## src/rtl/i2c_target.sv

```systemverilog
// i2c_target
// I2C target (slave) responder with one fixed 7-bit address.
// SCL and SDA are oversampled on clk. The block recognises START, repeated
// START and STOP. It ACKs its own address and every byte the controller
// writes. Written bytes go to user logic, and read bytes are fetched from user
// logic. SDA is open-drain only: the block either pulls it low or releases it.
// SCL is never driven, so there is no clock stretching.
//
// Parameters
//   ADDR         own 7-bit target address
//   SYNC_STAGES  synchroniser depth on scl_i/sda_i (>= 2)
//
// Ports
//   clk       system clock
//   rst       asynchronous active-high reset
//   scl_i     SCL pad input (asynchronous)
//   sda_i     SDA pad input (asynchronous)
//   sda_oe    1 = pull SDA low, 0 = release
//   rx_data   last byte written by the controller
//   rx_valid  one-cycle strobe, rx_data updated
//   tx_data   byte returned on the next read, latched while tx_req = 1
//   tx_req    one-cycle strobe, tx_data is latched in this cycle
//   busy      1 from address match until STOP or return to IDLE

module i2c_target #(
  parameter logic [6:0] ADDR        = 7'h50,
  parameter int         SYNC_STAGES = 2
) (
  input  logic       clk,
  input  logic       rst,
  input  logic       scl_i,
  input  logic       sda_i,
  output logic       sda_oe,
  output logic [7:0] rx_data,
  output logic       rx_valid,
  input  logic [7:0] tx_data,
  output logic       tx_req,
  output logic       busy
);

  localparam logic [2:0] ST_IDLE      = 3'd0;
  localparam logic [2:0] ST_ADDR      = 3'd1;
  localparam logic [2:0] ST_ADDR_ACK  = 3'd2;
  localparam logic [2:0] ST_RX        = 3'd3;
  localparam logic [2:0] ST_RX_ACK    = 3'd4;
  localparam logic [2:0] ST_TX        = 3'd5;
  localparam logic [2:0] ST_TX_ACK    = 3'd6;
  localparam logic [2:0] ST_WAIT_STOP = 3'd7;

  logic [SYNC_STAGES-1:0] scl_sync;
  logic [SYNC_STAGES-1:0] sda_sync;
  logic                   scl_d;
  logic                   sda_d;
  logic                   scl_s;
  logic                   sda_s;

  logic                   scl_rise;
  logic                   scl_fall;
  logic                   start_det;
  logic                   stop_det;

  logic [2:0]             state;
  logic [3:0]             bit_cnt;
  logic [7:0]             shift;
  logic                   rw;
  logic [7:0]             byte_in;
  logic                   load_tx;

  // The synchronisers and edge registers reset to 1, which matches an idle
  // bus. Leaving reset while the bus is idle therefore creates no false edges.
  always_ff @(posedge clk or posedge rst) begin
    if (rst) begin
      scl_sync <= '1;
      sda_sync <= '1;
      scl_d    <= 1'b1;
      sda_d    <= 1'b1;
    end else begin
      scl_sync <= {scl_sync[SYNC_STAGES-2:0], scl_i};
      sda_sync <= {sda_sync[SYNC_STAGES-2:0], sda_i};
      scl_d    <= scl_s;
      sda_d    <= sda_s;
    end
  end

  assign scl_s = scl_sync[SYNC_STAGES-1];
  assign sda_s = sda_sync[SYNC_STAGES-1];

  assign scl_rise = scl_s & ~scl_d;
  assign scl_fall = ~scl_s & scl_d;

  // START and STOP need SCL to be high in both the current and previous
  // sample. An SDA edge that arrives together with an SCL edge is data.
  assign start_det = scl_s & scl_d & ~sda_s & sda_d;
  assign stop_det  = scl_s & scl_d & sda_s & ~sda_d;

  assign byte_in = {shift[6:0], sda_s};

  // A read byte is fetched in two places. The first is on the SCL fall that
  // ends the address ACK of a read. The second is on the first SCL fall in TX
  // after the controller ACKs the previous byte (TX with bit_cnt == 0).
  // START and STOP cannot coincide with an SCL fall, so no extra masking is
  // needed here.
  assign load_tx = scl_fall &
                   (((state == ST_ADDR_ACK) & sda_oe & rw) |
                    ((state == ST_TX) & (bit_cnt == 4'd0)));

  assign tx_req = load_tx;

  // Protocol FSM. Bus events take priority over bit handling. SDA is
  // sampled only on SCL rises, and sda_oe changes only on SCL falls.
  // In both ACK states, the first fall pulls SDA low and the following
  // fall releases it.
  always_ff @(posedge clk or posedge rst) begin
    if (rst) begin
      state    <= ST_IDLE;
      bit_cnt  <= 4'd0;
      shift    <= 8'd0;
      rw       <= 1'b0;
      sda_oe   <= 1'b0;
      rx_data  <= 8'd0;
      rx_valid <= 1'b0;
      busy     <= 1'b0;
    end else begin
      rx_valid <= 1'b0;
      if (stop_det) begin
        state   <= ST_IDLE;
        bit_cnt <= 4'd0;
        sda_oe  <= 1'b0;
        busy    <= 1'b0;
      end else if (start_det) begin
        state   <= ST_ADDR;
        bit_cnt <= 4'd0;
        sda_oe  <= 1'b0;
      end else begin
        case (state)
          ST_IDLE: begin
            sda_oe <= 1'b0;
          end

          ST_ADDR: begin
            if (scl_rise) begin
              shift <= byte_in;
              if (bit_cnt == 4'd7) begin
                bit_cnt <= 4'd0;
                if (shift[6:0] == ADDR) begin
                  rw    <= sda_s;
                  busy  <= 1'b1;
                  state <= ST_ADDR_ACK;
                end else begin
                  busy  <= 1'b0;
                  state <= ST_IDLE;
                end
              end else begin
                bit_cnt <= bit_cnt + 4'd1;
              end
            end
          end

          ST_ADDR_ACK: begin
            if (scl_fall) begin
              if (!sda_oe) begin
                sda_oe <= 1'b1;
              end else if (rw) begin
                sda_oe  <= ~tx_data[7];
                shift   <= {tx_data[6:0], 1'b0};
                bit_cnt <= 4'd1;
                state   <= ST_TX;
              end else begin
                sda_oe  <= 1'b0;
                bit_cnt <= 4'd0;
                state   <= ST_RX;
              end
            end
          end

          ST_RX: begin
            if (scl_rise) begin
              shift <= byte_in;
              if (bit_cnt == 4'd7) begin
                rx_data  <= byte_in;
                rx_valid <= 1'b1;
                bit_cnt  <= 4'd0;
                state    <= ST_RX_ACK;
              end else begin
                bit_cnt <= bit_cnt + 4'd1;
              end
            end
          end

          ST_RX_ACK: begin
            if (scl_fall) begin
              if (!sda_oe) begin
                sda_oe <= 1'b1;
              end else begin
                sda_oe <= 1'b0;
                state  <= ST_RX;
              end
            end
          end

          // bit_cnt counts the bits already placed on SDA. A value of 0
          // means a fresh byte must be fetched from user logic.
          ST_TX: begin
            if (scl_fall) begin
              if (bit_cnt == 4'd0) begin
                sda_oe  <= ~tx_data[7];
                shift   <= {tx_data[6:0], 1'b0};
                bit_cnt <= 4'd1;
              end else if (bit_cnt == 4'd8) begin
                sda_oe  <= 1'b0;
                bit_cnt <= 4'd0;
                state   <= ST_TX_ACK;
              end else begin
                sda_oe  <= ~shift[7];
                shift   <= {shift[6:0], 1'b0};
                bit_cnt <= bit_cnt + 4'd1;
              end
            end
          end

          ST_TX_ACK: begin
            if (scl_rise) begin
              if (!sda_s) begin
                bit_cnt <= 4'd0;
                state   <= ST_TX;
              end else begin
                state <= ST_WAIT_STOP;
              end
            end
          end

          ST_WAIT_STOP: begin
            sda_oe <= 1'b0;
          end

          default: begin
            state  <= ST_IDLE;
            sda_oe <= 1'b0;
            busy   <= 1'b0;
          end
        endcase
      end
    end
  end

endmodule
```

## config.mk

```make
export PLATFORM = sky130hd
export DESIGN_NAME = i2c_target
export DESIGN_NICKNAME = d
export VERILOG_FILES = /design/src/rtl/i2c_target.sv
export SDC_FILE = /design/constraint.sdc
export NUM_CORES = 1
export LEC_CHECK = 0
export BUFFER_PORTS_ARGS = -buffer_cell sky130_fd_sc_hd__buf_4
export CAP_MARGIN = 20
export CORE_ASPECT_RATIO = 2
export CORE_MARGIN = 2
export CORE_UTILIZATION = 60
export CTS_BUF_LIST = sky130_fd_sc_hd__clkbuf_4
export DETAILED_ROUTE_END_ITERATION = 12
export HOLD_SLACK_MARGIN = 0.08
export PLACE_DENSITY_LB_ADDON = 0.08
export SETUP_SLACK_MARGIN = 0.5
export SKIP_LAST_GASP = 1
export SYNTH_ARGS = -nofsm -noshare
export SYNTH_HDL_FRONTEND = slang
export SYNTH_SLANG_ARGS = --single-unit
```

## constraint.sdc

```tcl
create_clock -name clk -period 5.4 [get_ports clk]
set_input_delay 0.81 -clock clk [delete_from_list [all_inputs] [get_ports clk]]
set_output_delay 0.81 -clock clk [all_outputs]
set_load 0.05 [all_outputs]
```

==> results.sh, run 1 <==
export IMPL_tightest_slew_ns=1.08
export IMPL_setup_violations_final=0
export IMPL_met3_usage=0.0375
export IMPL_antenna_cells=0
export IMPL_post_cts_resized=0
export IMPL_die_y_um=86.2
export IMPL_cts_max_level=2
export IMPL_cts_buffers=5
export IMPL_cp_endpoint="tx_req"
export IMPL_drt_initial_drc_count=36
export IMPL_syn_inst=217
export IMPL_async_reset_ff_frac=1.00
export IMPL_grt_pass1_wl_um=8160
export IMPL_grtUsageMet1=0.312
export IMPL_synth_cell_types=63
export IMPL_cts_root_buf="clkbuf_4"
export IMPL_worstSkewPairLatency_ns=0.33
export IMPL_slew_headroom=0.282
export IMPL_share_comb_of_total_power=0.510
export IMPL_cts_tree="yes"
export IMPL_r2r_start="state[2]"
export IMPL_post_cts_repair_setup_buffers=0
export IMPL_drt_first_pass_iters=4
export IMPL_hp_class="register to register"
export IMPL_dieArea_sq_um=3890
export IMPL_synth_area_leaders="dfrtp_1, dfstp_2, nand2_1, o21ai_0, a22oi_1"
export IMPL_pwr_share_seq=0.367
export IMPL_max_freq_mhz=348
export IMPL_grt_pass1_vias=1805
export IMPL_yosysTopAreaCell="dfrtp_1"
export IMPL_antenna_found_initial=0
export IMPL_synth_compound_area_share=0.231
export IMPL_track_usage=0.285
export IMPL_wire_per_inst_um=17.7
export IMPL_vias=1714
export IMPL_drtAntennaViolNets=0
export IMPL_ys_warn_count=0
export IMPL_worstSetupStartpoint="state[2]"
export IMPL_switchingPower_uw=516
export IMPL_fin_skew_ns=0.0127
export IMPL_reg2reg_depth=5
export IMPL_synth_seq_cells=33
export IMPL_clockBufferDepth=2
export IMPL_synthFlopType="dfrtp_1"
export IMPL_viasPerCell=6.35
export IMPL_gr_max_usage_layer="met2"
export IMPL_clkSinkCount=33
export IMPL_vdd_drop_max_mv=0.337
export IMPL_gp_congestion=0.989
export IMPL_status="finished, final reports clean"
export IMPL_yosysTopAreaCellShare=0.333
export IMPL_cap_violations=0
export IMPL_io_buffers=23
export IMPL_grt_ovfl_total=0
export IMPL_fin_nets=254
export IMPL_synth_edf_count=0
export IMPL_synthToLayoutAreaGrowth_pct=9.99
export IMPL_pre_cts_ws_ns=2.86
export IMPL_required_ns=4.59
export IMPL_synthSimpleGateAreaFrac=0.239
export IMPL_crit_path_end_kind="output port"
export IMPL_synth_top_family_by_area="simple AND/OR/NAND/NOR gates"
export IMPL_setup_slack_ns=2.53
export IMPL_hold_violations=0
export IMPL_synthAdderAreaFrac=0.0247
export IMPL_synth_fp_nets=233
export IMPL_std_cell_rows=29
export IMPL_yosysMostFrequentCell="nand2_1"
export IMPL_clkTransAtPathRegs_ns=0.10
export IMPL_internal_power_uw=608
export IMPL_worst_ep_arrival_time_ns=2.06
export IMPL_worstReg2RegEnd="shift[6]"
export IMPL_period_share=0.531
export IMPL_fin_setup_tns_ns=0
export IMPL_grt_max_degree=26
export IMPL_die_w_um=45.1
export IMPL_drv_slew=0
export IMPL_rsz0062_at_grt="no"
export IMPL_period_needed_ns=2.87
export IMPL_drt_wl_total_um=4780
export IMPL_coreArea_sq_um=3190
export IMPL_drive_above_1_share=0.243
export IMPL_cp_start_kind="register"
export IMPL_fill_cells=279
export IMPL_pwr_share_clk=0.123
export IMPL_swShare=0.459
export IMPL_ys_top_cells_by_count="nand2_1, dfrtp_1, o21ai_0"
export IMPL_netlist_area_sq_um=2030
export IMPL_cp_max_fo=21
export IMPL_synthXorXnorAreaFrac=0.0123
export IMPL_io_pins=24
export IMPL_ff2ff_setup_slack_ns=2.78
export IMPL_use_met2=0.517
export IMPL_postLayoutCoreUtil=0.699
export IMPL_leakage_uw=0.00105
export IMPL_crit_type="register to output port"
export IMPL_cts_hold_buf=0
export IMPL_initial_utilization=0.635
export IMPL_p_per_area_nw_per_um2=503
export IMPL_drc=0
export IMPL_hpwl_um=3670
export IMPL_synthMuxAreaShare=0.0234
export IMPL_ys_seq_area_frac=0.411
export IMPL_syn_avg_cell_area_sq_um=9.35
-- cell usage in the layout (no fill, tap or decap), types with 2 or more instances in the layout --
cell type and instances:
a22oi_1 8, a311oi_1 2, a21o_1 2, nor3_1 4, nand2_1 37, or2b_2 3
nor2b_1 4, nand3b_1 4, and3b_1 2, o21ai_0 15, mux2_2 2, or3_1 2
dfrtp_1 27, dfstp_2 6, nand2b_1 8, a211oi_2 2, a211oi_1 3, a21oi_1 9
nand3_1 5, nor2_1 8, ha_1 4, nor4b_1 2, inv_1 10, buf_4 24
o211ai_1 2, a31oi_1 3, clkbuf_4 6
-- power groups by stage --
stage | Clock (uW) | Sequential, uW | Combinational (uW)
2_1_floorplan | 0 | 357 | 507
5_1_grt | 152 | 423 | 640
6_report | 138 | 412 | 573
4_1_cts | 144 | 409 | 571
3_5_place_dp | 0 | 413 | 569
3_3_place_gp | 0 | 410 | 551
-- flip-flops by register name (all words and copies together) (netlist names) --
name	count
rx_data	8
shift	8
bit_cnt	4
state	3
scl_sync	2
sda_sync	2
busy	1
rw	1
rx_valid	1
scl_d	1
sda_d	1
sda_oe	1
-- worst min-delay path by stage --
stage                     start     endpoint  slack, ns  depth (start not counted)
floorplan           scl_sync[0]  scl_sync[1]       0.35                          0
detailed placement  sda_sync[0]  sda_sync[1]       0.35                          0
CTS                 sda_sync[0]  sda_sync[1]       0.36                          0
global placement    sda_sync[0]  sda_sync[1]       0.35                          0
global route        sda_sync[0]  sda_sync[1]       0.37                          0
finish              sda_sync[0]  sda_sync[1]       0.36                          0
-- through the flow --
stage | instances | hold slack, ns | cell area (sq um) | total power (uW)
final | 270 | 0.359 | 2230 | 1120
after global routing | 270 | 0.366 | 2230 | 1210
after CTS | 270 | 0.363 | 2230 | 1120
after detailed placement | 262 | 0.355 | 2170 | 983
after global placement | 262 | 0.346 | 2170 | 962
after floorplan | 217 | 0.345 | 2030 | 864
-- cell type report --
type,instances,area (sq um),area share
Multi-Input combinational cell,162,1080,0.482
Clock buffer,6,45.0,0.0202
Timing Repair Buffer,24,180,0.0808
Clock inverter,2,11.3,0.00505
Tap cell,31,38.8,0.0174
Inverter,12,46.3,0.0208
Sequential cell,33,833,0.374
-- layer usage --
layer | wire (um) | vias up
met2 | 2790 | 42
met3 | 121 | 10
met4 | 104 | 0
li1 | - | 819
met5 | 0 | -
met1 | 1760 | 843
-- kinds of logic after synthesis --
group,count (synthesis)
multiplexers,4
buffers and inverters,22
XOR/XNOR,2
AO/OA/AOI/OAI,64
adder cells (fa/ha/maj),4
flip-flops,33
AND/OR/NAND/NOR,88
-- worst max-delay path: stages (launching register included) --
cell and delay, ns:
dfrtp_1 0.75, nand3b_1 0.24, nor3_1 0.34, a41oi_1 0.08, nor2_1 0.12, buf_4 0.21
Power figures use the tool's default switching activity.
==> inputs of run 2 (changes only) <==
--- a/config.mk
+++ b/config.mk
@@ -5,6 +5,7 @@
 export SDC_FILE = /design/constraint.sdc
 export NUM_CORES = 1
 export LEC_CHECK = 0
+export ABC_AREA = 1
 export BUFFER_PORTS_ARGS = -buffer_cell sky130_fd_sc_hd__buf_4
 export CAP_MARGIN = 20
 export CORE_ASPECT_RATIO = 2
==> constraint.sdc (replaced) <==
create_clock -name clk -period 2.7 [get_ports clk]
set_input_delay 0.405 -clock clk [delete_from_list [all_inputs] [get_ports clk]]
set_output_delay 0.405 -clock clk [all_outputs]
set_load 0.05 [all_outputs]
==> run 2 against run 1 <==
Compared with the run above:
- sequential share of layout area down 1.7 points
- sequential power up 51%
- worst setup slack worse by 2.0 ns
- count of clock-buffer cells in the layout down 1
- clock power rose to 3.4 times the previous value
- flip-flop and latch count unchanged
- core utilization up 4.5 points
- worst hold slack worse by 0.22 ns
- largest cell class unchanged
==> results.sh, run 2 <==
export IMPL_gr_max_usage_layer="met2"
export IMPL_die_w_um=44.4
export IMPL_antenna_cells=0
export IMPL_drtAntennaViolNets=0
export IMPL_hold_slack_ns=0.134
export IMPL_fin_nets=334
export IMPL_syn_inst=283
export IMPL_cts_root_buf="clkbuf_4"
export IMPL_cap_violations=0
export IMPL_pre_cts_ws_ns=0.740
export IMPL_fin_skew_ns=0.0132
export IMPL_cp_start_kind="register"
export IMPL_crit_path_top_delay_cell="dfrtp_1"
export IMPL_dieArea_sq_um=3770
export IMPL_initial_utilization=0.621
export IMPL_crit_type="register to output port"
export IMPL_max_stage_delay_ns=0.40
export IMPL_clkSinkCount=33
export IMPL_ys_seq_area_frac=0.425
export IMPL_period_needed_ns=2.15
export IMPL_crit_path_end_kind="output port"
export IMPL_std_cell_rows=29
export IMPL_clkTransAtPathRegs_ns=0.11
export IMPL_synth_cell_types=23
export IMPL_worstReg2RegEnd="shift[3]"
export IMPL_use_met2=0.529
export IMPL_hp_class="input port to asynchronous set/reset pin"
export IMPL_cts_tree="yes"
export IMPL_worstSetupStartpoint="bit_cnt[1]"
export IMPL_crit_buf_inv=4
export IMPL_cts_max_level=2
export IMPL_synth_top_family_by_area="simple AND/OR/NAND/NOR gates"
export IMPL_worstSkewPairLatency_ns=0.34
export IMPL_cts_buffers=5
export IMPL_setup_violations_final=0
export IMPL_drive_above_1_share=0.213
export IMPL_crit_chain="inv_1, ha_2, inv_1, nor2_4, nand2_2, inv_2, nand2_2, a21oi_2, buf_6"
export IMPL_biggestRegsByFlops="rx_data (8), shift (8), bit_cnt (4)"
export IMPL_ys_warn_count=0
export IMPL_drt_first_pass_iters=4
export IMPL_synth_seq_cells=33
export IMPL_drt_wl_total_um=5000
export IMPL_netlist_area_sq_um=1960
export IMPL_r2r_start="sda_sync[1]"
export IMPL_synth_area_leaders="dfrtp_1, nand2_1, inv_1, dfstp_2, nand3_1"
export IMPL_fin_setup_tns_ns=0
export IMPL_met3_usage=0.0404
export IMPL_synth_compound_area_share=0.0996
export IMPL_syn_avg_cell_area_sq_um=6.93
export IMPL_drt_initial_drc_count=55
export IMPL_grt_max_degree=34
export IMPL_die_y_um=84.8
export IMPL_gp_congestion=1.03
export IMPL_coreArea_sq_um=3160
export IMPL_io_buffers=23
export IMPL_yosysTopAreaCellShare=0.345
export IMPL_vias=1947
export IMPL_tightest_slew_ns=0.527
export IMPL_clockBufferDepth=2
export IMPL_synth_fp_nets=299
export IMPL_antenna_found_initial=0
export IMPL_synth_edf_count=0
export IMPL_async_reset_ff_frac=1.00
export IMPL_cp_endpoint="tx_req"
export IMPL_hold_violations=0
export IMPL_postLayoutCoreUtil=0.744
export IMPL_grt_pass1_vias=1958
export IMPL_p_per_area_nw_per_um2=606
export IMPL_reg2reg_depth=9
export IMPL_cp_depth=9
export IMPL_pwr_share_clk=0.329
export IMPL_synthSimpleGateAreaFrac=0.340
export IMPL_rsz0062_at_grt="no"
export IMPL_hpwl_um=3710
export IMPL_synthAdderAreaFrac=0.0255
export IMPL_switchingPower_uw=454
export IMPL_period_share=0.797
export IMPL_worst_ep_arrival_time_ns=1.75
export IMPL_viasPerCell=5.56
export IMPL_io_pins=24
export IMPL_ys_top_cells_by_count="nand2_1, inv_1, nand3_1"
export IMPL_max_freq_mhz=465
export IMPL_leakage_uw=0.00133
export IMPL_required_ns=2.30
export IMPL_wire_per_inst_um=14.3
export IMPL_synthMuxAreaShare=0
export IMPL_drc=0
export IMPL_yosysTopAreaCell="dfrtp_1"
export IMPL_synthXorXnorAreaFrac=0.00447
export IMPL_yosysMostFrequentCell="nand2_1"
export IMPL_slew_headroom=0.647
export IMPL_vdd_drop_max_mv=0.562
export IMPL_layout_common_cells="nand2_1, inv_1, buf_4"
export IMPL_path_delay_family="flip-flops"
export IMPL_cp_max_fo=3
export IMPL_swShare=0.319
export IMPL_status="finished, final reports clean"
export IMPL_fin_total_pwr_uw=1420
export IMPL_pwr_share_seq=0.437
export IMPL_drv_slew=0
export IMPL_internal_power_uw=969
export IMPL_layout_commonest_cell="nand2_1"
export IMPL_grt_pass1_wl_um=8400
export IMPL_grtUsageMet1=0.315
export IMPL_share_comb_of_total_power=0.234
export IMPL_ff2ff_setup_slack_ns=0.76
export IMPL_track_usage=0.300
export IMPL_synthToLayoutAreaGrowth_pct=19.7
export IMPL_grt_ovfl_total=0
export IMPL_setup_slack_ns=0.548
export IMPL_synthFlopType="dfrtp_1"
run 2: area by class of cell:
type	instances	area, sq um
clock inverter	3	65.1
inverter	47	176
timing repair buffer	32	244
tap	31	38.8
multi-input combinational	199	948
sequential	33	837
fill	274	810
clock buffer	5	37.5
run 2: cell families after synthesis:
group,after synthesis
flip-flops,33
XOR/XNOR,1
adder cells (fa/ha/maj),4
AO/OA/AOI/OAI,36
AND/OR/NAND/NOR,158
buffers and inverters,51
run 2: routing by layer:
metal,vias to the layer above,share of wire
li1,955,-
met1,905,0.35
met2,64,0.57
met3,23,0.038
met4,0,0.046
met5,-,0
run 2: power groups by stage:
stage | Combinational [uW] | Clock [uW] | Sequential [uW]
5_1_grt | 379 | 488 | 630
3_5_place_dp | 301 | 0 | 629
3_3_place_gp | 295 | 0 | 628
4_1_cts | 312 | 473 | 620
6_report | 332 | 468 | 622
2_1_floorplan | 225 | 0 | 615
run 2: metrics by stage:
| stage | cells | instance area, sq um |
|---|---|---|
| after floorplan | 283 | 1960 |
| after global routing | 350 | 2350 |
| final | 350 | 2350 |
| after global placement | 334 | 2150 |
| after CTS | 345 | 2290 |
| after detailed placement | 334 | 2150 |
run 2: timing repair:
item / CTS / global route
buffers inserted: 3 / 5
resized for setup: 4 / 10
hold buffers: 0 / 0
pin swaps: 1 / 2
setup endpoints to repair: 1 / 1
run 2: worst min-delay path, cell delays in order:
cell   delay, ns
buf_4       0.10
inv_1       0.04
buf_4       0.36
run 2: worst min path at each step:
| stage | to | depth (start not counted) | from | slack (ns) |
|---|---|---|---|---|
| after floorplan | scl_sync[1] | 0 | scl_sync[0] | 0.35 |
| after global placement | scl_sync[1] | 0 | scl_sync[0] | 0.35 |
| after detailed placement | scl_sync[1] | 0 | scl_sync[0] | 0.35 |
| after CTS | busy | 3 | rst | 0.15 |
| after global routing | scl_sync[0] | 1 | scl_i | 0.14 |
| final | rw | 3 | rst | 0.13 |
==> inputs of run 3 (changes only) <==
--- a/config.mk
+++ b/config.mk
@@ -10,7 +10,7 @@
 export CAP_MARGIN = 20
 export CORE_ASPECT_RATIO = 2
 export CORE_MARGIN = 2
-export CORE_UTILIZATION = 60
+export CORE_UTILIZATION = 54
 export CTS_BUF_LIST = sky130_fd_sc_hd__clkbuf_4
 export DETAILED_ROUTE_END_ITERATION = 12
 export HOLD_SLACK_MARGIN = 0.08
==> constraint.sdc (replaced) <==
create_clock -name clk -period 1.8 [get_ports clk]
set_input_delay 0.27 -clock clk [delete_from_list [all_inputs] [get_ports clk]]
set_output_delay 0.27 -clock clk [all_outputs]
set_load 0.05 [all_outputs]
==> run 3 against run 2 <==
Compared with the run above:
- the flow now finishes with violations (negative setup slack)
- first-iteration DRC count rose to 3.6 times the previous value
- clock skew grew 0.014 ns
- sequential share of layout area decreased by 8.3 points
- critical path type unchanged
==> results.sh, run 3 (synthesis results as in run 2) <==
export IMPL_status="finished, violations left"
export IMPL_violations="negative setup slack"
export IMPL_biggestRegsByFlops="rx_data (8), shift (8), bit_cnt (4)"
export IMPL_die_w_um=46.6
export IMPL_grt_ovfl_total=0
export IMPL_grt_pass1_wl_um=9430
export IMPL_wl_met1_um=2310
export IMPL_drtAntennaViolNets=0
export IMPL_cts_buffers=5
export IMPL_cts_max_level=2
export IMPL_highest_layer="met4"
export IMPL_drive_above_1_share=0.453
export IMPL_die_y_um=89.2
export IMPL_fin_nets=377
export IMPL_drc=0
export IMPL_worstSkewPairLatency_ns=0.35
export IMPL_std_cell_rows=31
export IMPL_drt_wl_total_um=6790
export IMPL_period_needed_ns=1.93
export IMPL_r2r_start="state[0]"
export IMPL_setup_violations_final=3
export IMPL_ff2ff_setup_slack_ns=-0.01
export IMPL_crit_top_cell="buf_6"
export IMPL_viasPerCell=5.69
export IMPL_max_freq_mhz=518
export IMPL_clkSinkCount=33
export IMPL_worst_ep_arrival_time_ns=1.66
export IMPL_coreArea_sq_um=3530
export IMPL_drt_initial_drc_count=196
export IMPL_grt_max_degree=34
export IMPL_slew_headroom=0.731
export IMPL_clkTransAtPathRegs_ns=0.13
export IMPL_crit_buf_inv=2
export IMPL_fin_skew_ns=0.0273
export IMPL_io_buffers=23
export IMPL_cp_max_fo=9
export IMPL_dieArea_sq_um=4160
export IMPL_cp_start_kind="register"
export IMPL_crit_path_end_kind="output port"
export IMPL_cts_tree="yes"
export IMPL_hp_class="input port to register"
export IMPL_drt_first_pass_iters=6
export IMPL_crit_chain="buf_6, nand2_1, nor2_4, nand2_4, a21oi_4, buf_6"
export IMPL_layout_common_cells="nand2_1, buf_4, inv_1"
export IMPL_vdd_drop_max_mv=0.839
export IMPL_gp_congestion=0.970
export IMPL_holdCritStartpoint="tx_data[5]"
export IMPL_drv_slew=0
export IMPL_hold_violations=0
export IMPL_tightest_slew_ns=0.404
export IMPL_fill_cells=176
export IMPL_holdPathEnd="shift[6]"
export IMPL_p_per_area_nw_per_um2=752
export IMPL_wire_per_inst_um=16.5
export IMPL_track_usage=0.312
export IMPL_wl_met2_um=3520
export IMPL_met3_wirelength_um=529
export IMPL_cts_root_buf="clkbuf_4"
export IMPL_crit_type="register to output port"
export IMPL_hpwl_um=3520
export IMPL_antenna_found_initial=0
export IMPL_clockBufferDepth=2
export IMPL_required_ns=1.53
export IMPL_synthToLayoutAreaGrowth_pct=56.0
export IMPL_initial_utilization=0.555
export IMPL_io_pins=24
export IMPL_worstReg2RegEnd="shift[7]"
export IMPL_fin_setup_tns_ns=-0.141
export IMPL_postLayoutCoreUtil=0.866
export IMPL_vias=2339
export IMPL_grt_pass1_vias=2136
export IMPL_max_stage_delay_ns=0.40
export IMPL_cap_violations=0
export IMPL_antenna_cells=0
export IMPL_layout_commonest_cell="nand2_1"
export IMPL_reg2reg_depth=11
export IMPL_period_share=1.07
export IMPL_crit_path_top_delay_cell="dfrtp_1"
export IMPL_leakage_uw=0.00159
export IMPL_rsz0062_at_grt="yes"
export IMPL_setup_slack_ns=-0.130
export IMPL_path_delay_family="flip-flops"
export IMPL_holdPathStages=5
run 3: per-stage QoR:
step                power, uW  area (sq um)  worst slack, ns  cells  hold WS (ns)
floorplan                1280          2020            0.209    283         0.274
global placement         1420          2310            0.168    364         0.348
detailed placement       1430          2310            0.115    364         0.348
CTS                      2190          2890          -0.0808    402         0.260
global route             2400          3060           -0.173    411         0.261
finish                   2300          3060           -0.130    411         0.263
run 3: how the worst max path moves through the flow:
| stage | start | end | slack (ns) | cells after the start |
|---|---|---|---|---|
| after floorplan | bit_cnt[0] | tx_req | 0.21 | 8 |
| after global placement | bit_cnt[0] | tx_req | 0.17 | 9 |
| after detailed placement | state[0] | tx_req | 0.11 | 6 |
| after CTS | bit_cnt[0] | tx_req | -0.08 | 9 |
| after global routing | state[0] | tx_req | -0.17 | 6 |
| final | state[2] | tx_req | -0.13 | 6 |
run 3: worst reg2reg max path, delay by kind of cell (launching register included):
kind / cells / cell delay [ns]
and+or+nand+nor: 5 / 0.56
DFF: 1 / 0.46
AOI/OAI and AO/OA: 1 / 0.07
adders and majority gates: 1 / 0.17
buffers and inverters: 4 / 0.47
run 3: repair_timing:
item | 4_1_cts | 5_1_grt
hold buffers | 3 | 0
gates cloned | 1 | 0
pin swaps | 23 | 9
endpoints found under the hold margin | 29 | 0
setup endpoints to repair | 26 | 29
setup buffers | 26 | 9
resized for setup | 76 | 25
run 3: final cells by class:
class / instances / area [sq um] / area share
Timing Repair inverter: 1 / 7.51 / 0.00245
Clock inverter: 3 / 46.3 / 0.0151
Tap cell: 49 / 61.3 / 0.0200
Inverter: 47 / 189 / 0.0618
Clock buffer: 5 / 37.5 / 0.0123
Timing Repair Buffer: 74 / 651 / 0.213
Sequential cell: 33 / 837 / 0.274
Multi-Input combinational cell: 199 / 1230 / 0.402
run 3: power by group:
group | total [uW] | switching, uW | internal, uW
sequential | 933 | 87.8 | 846
clock | 584 | 290 | 294
combinational | 781 | 464 | 317
total | 2300 | 841 | 1460
run 3: routing by layer:
metal  vias to the layer above  track usage
li1                       1059            -
met1                      1062        0.365
met2                       163        0.501
met3                        55       0.0545
met4                         0        0.205
met5                         -            0
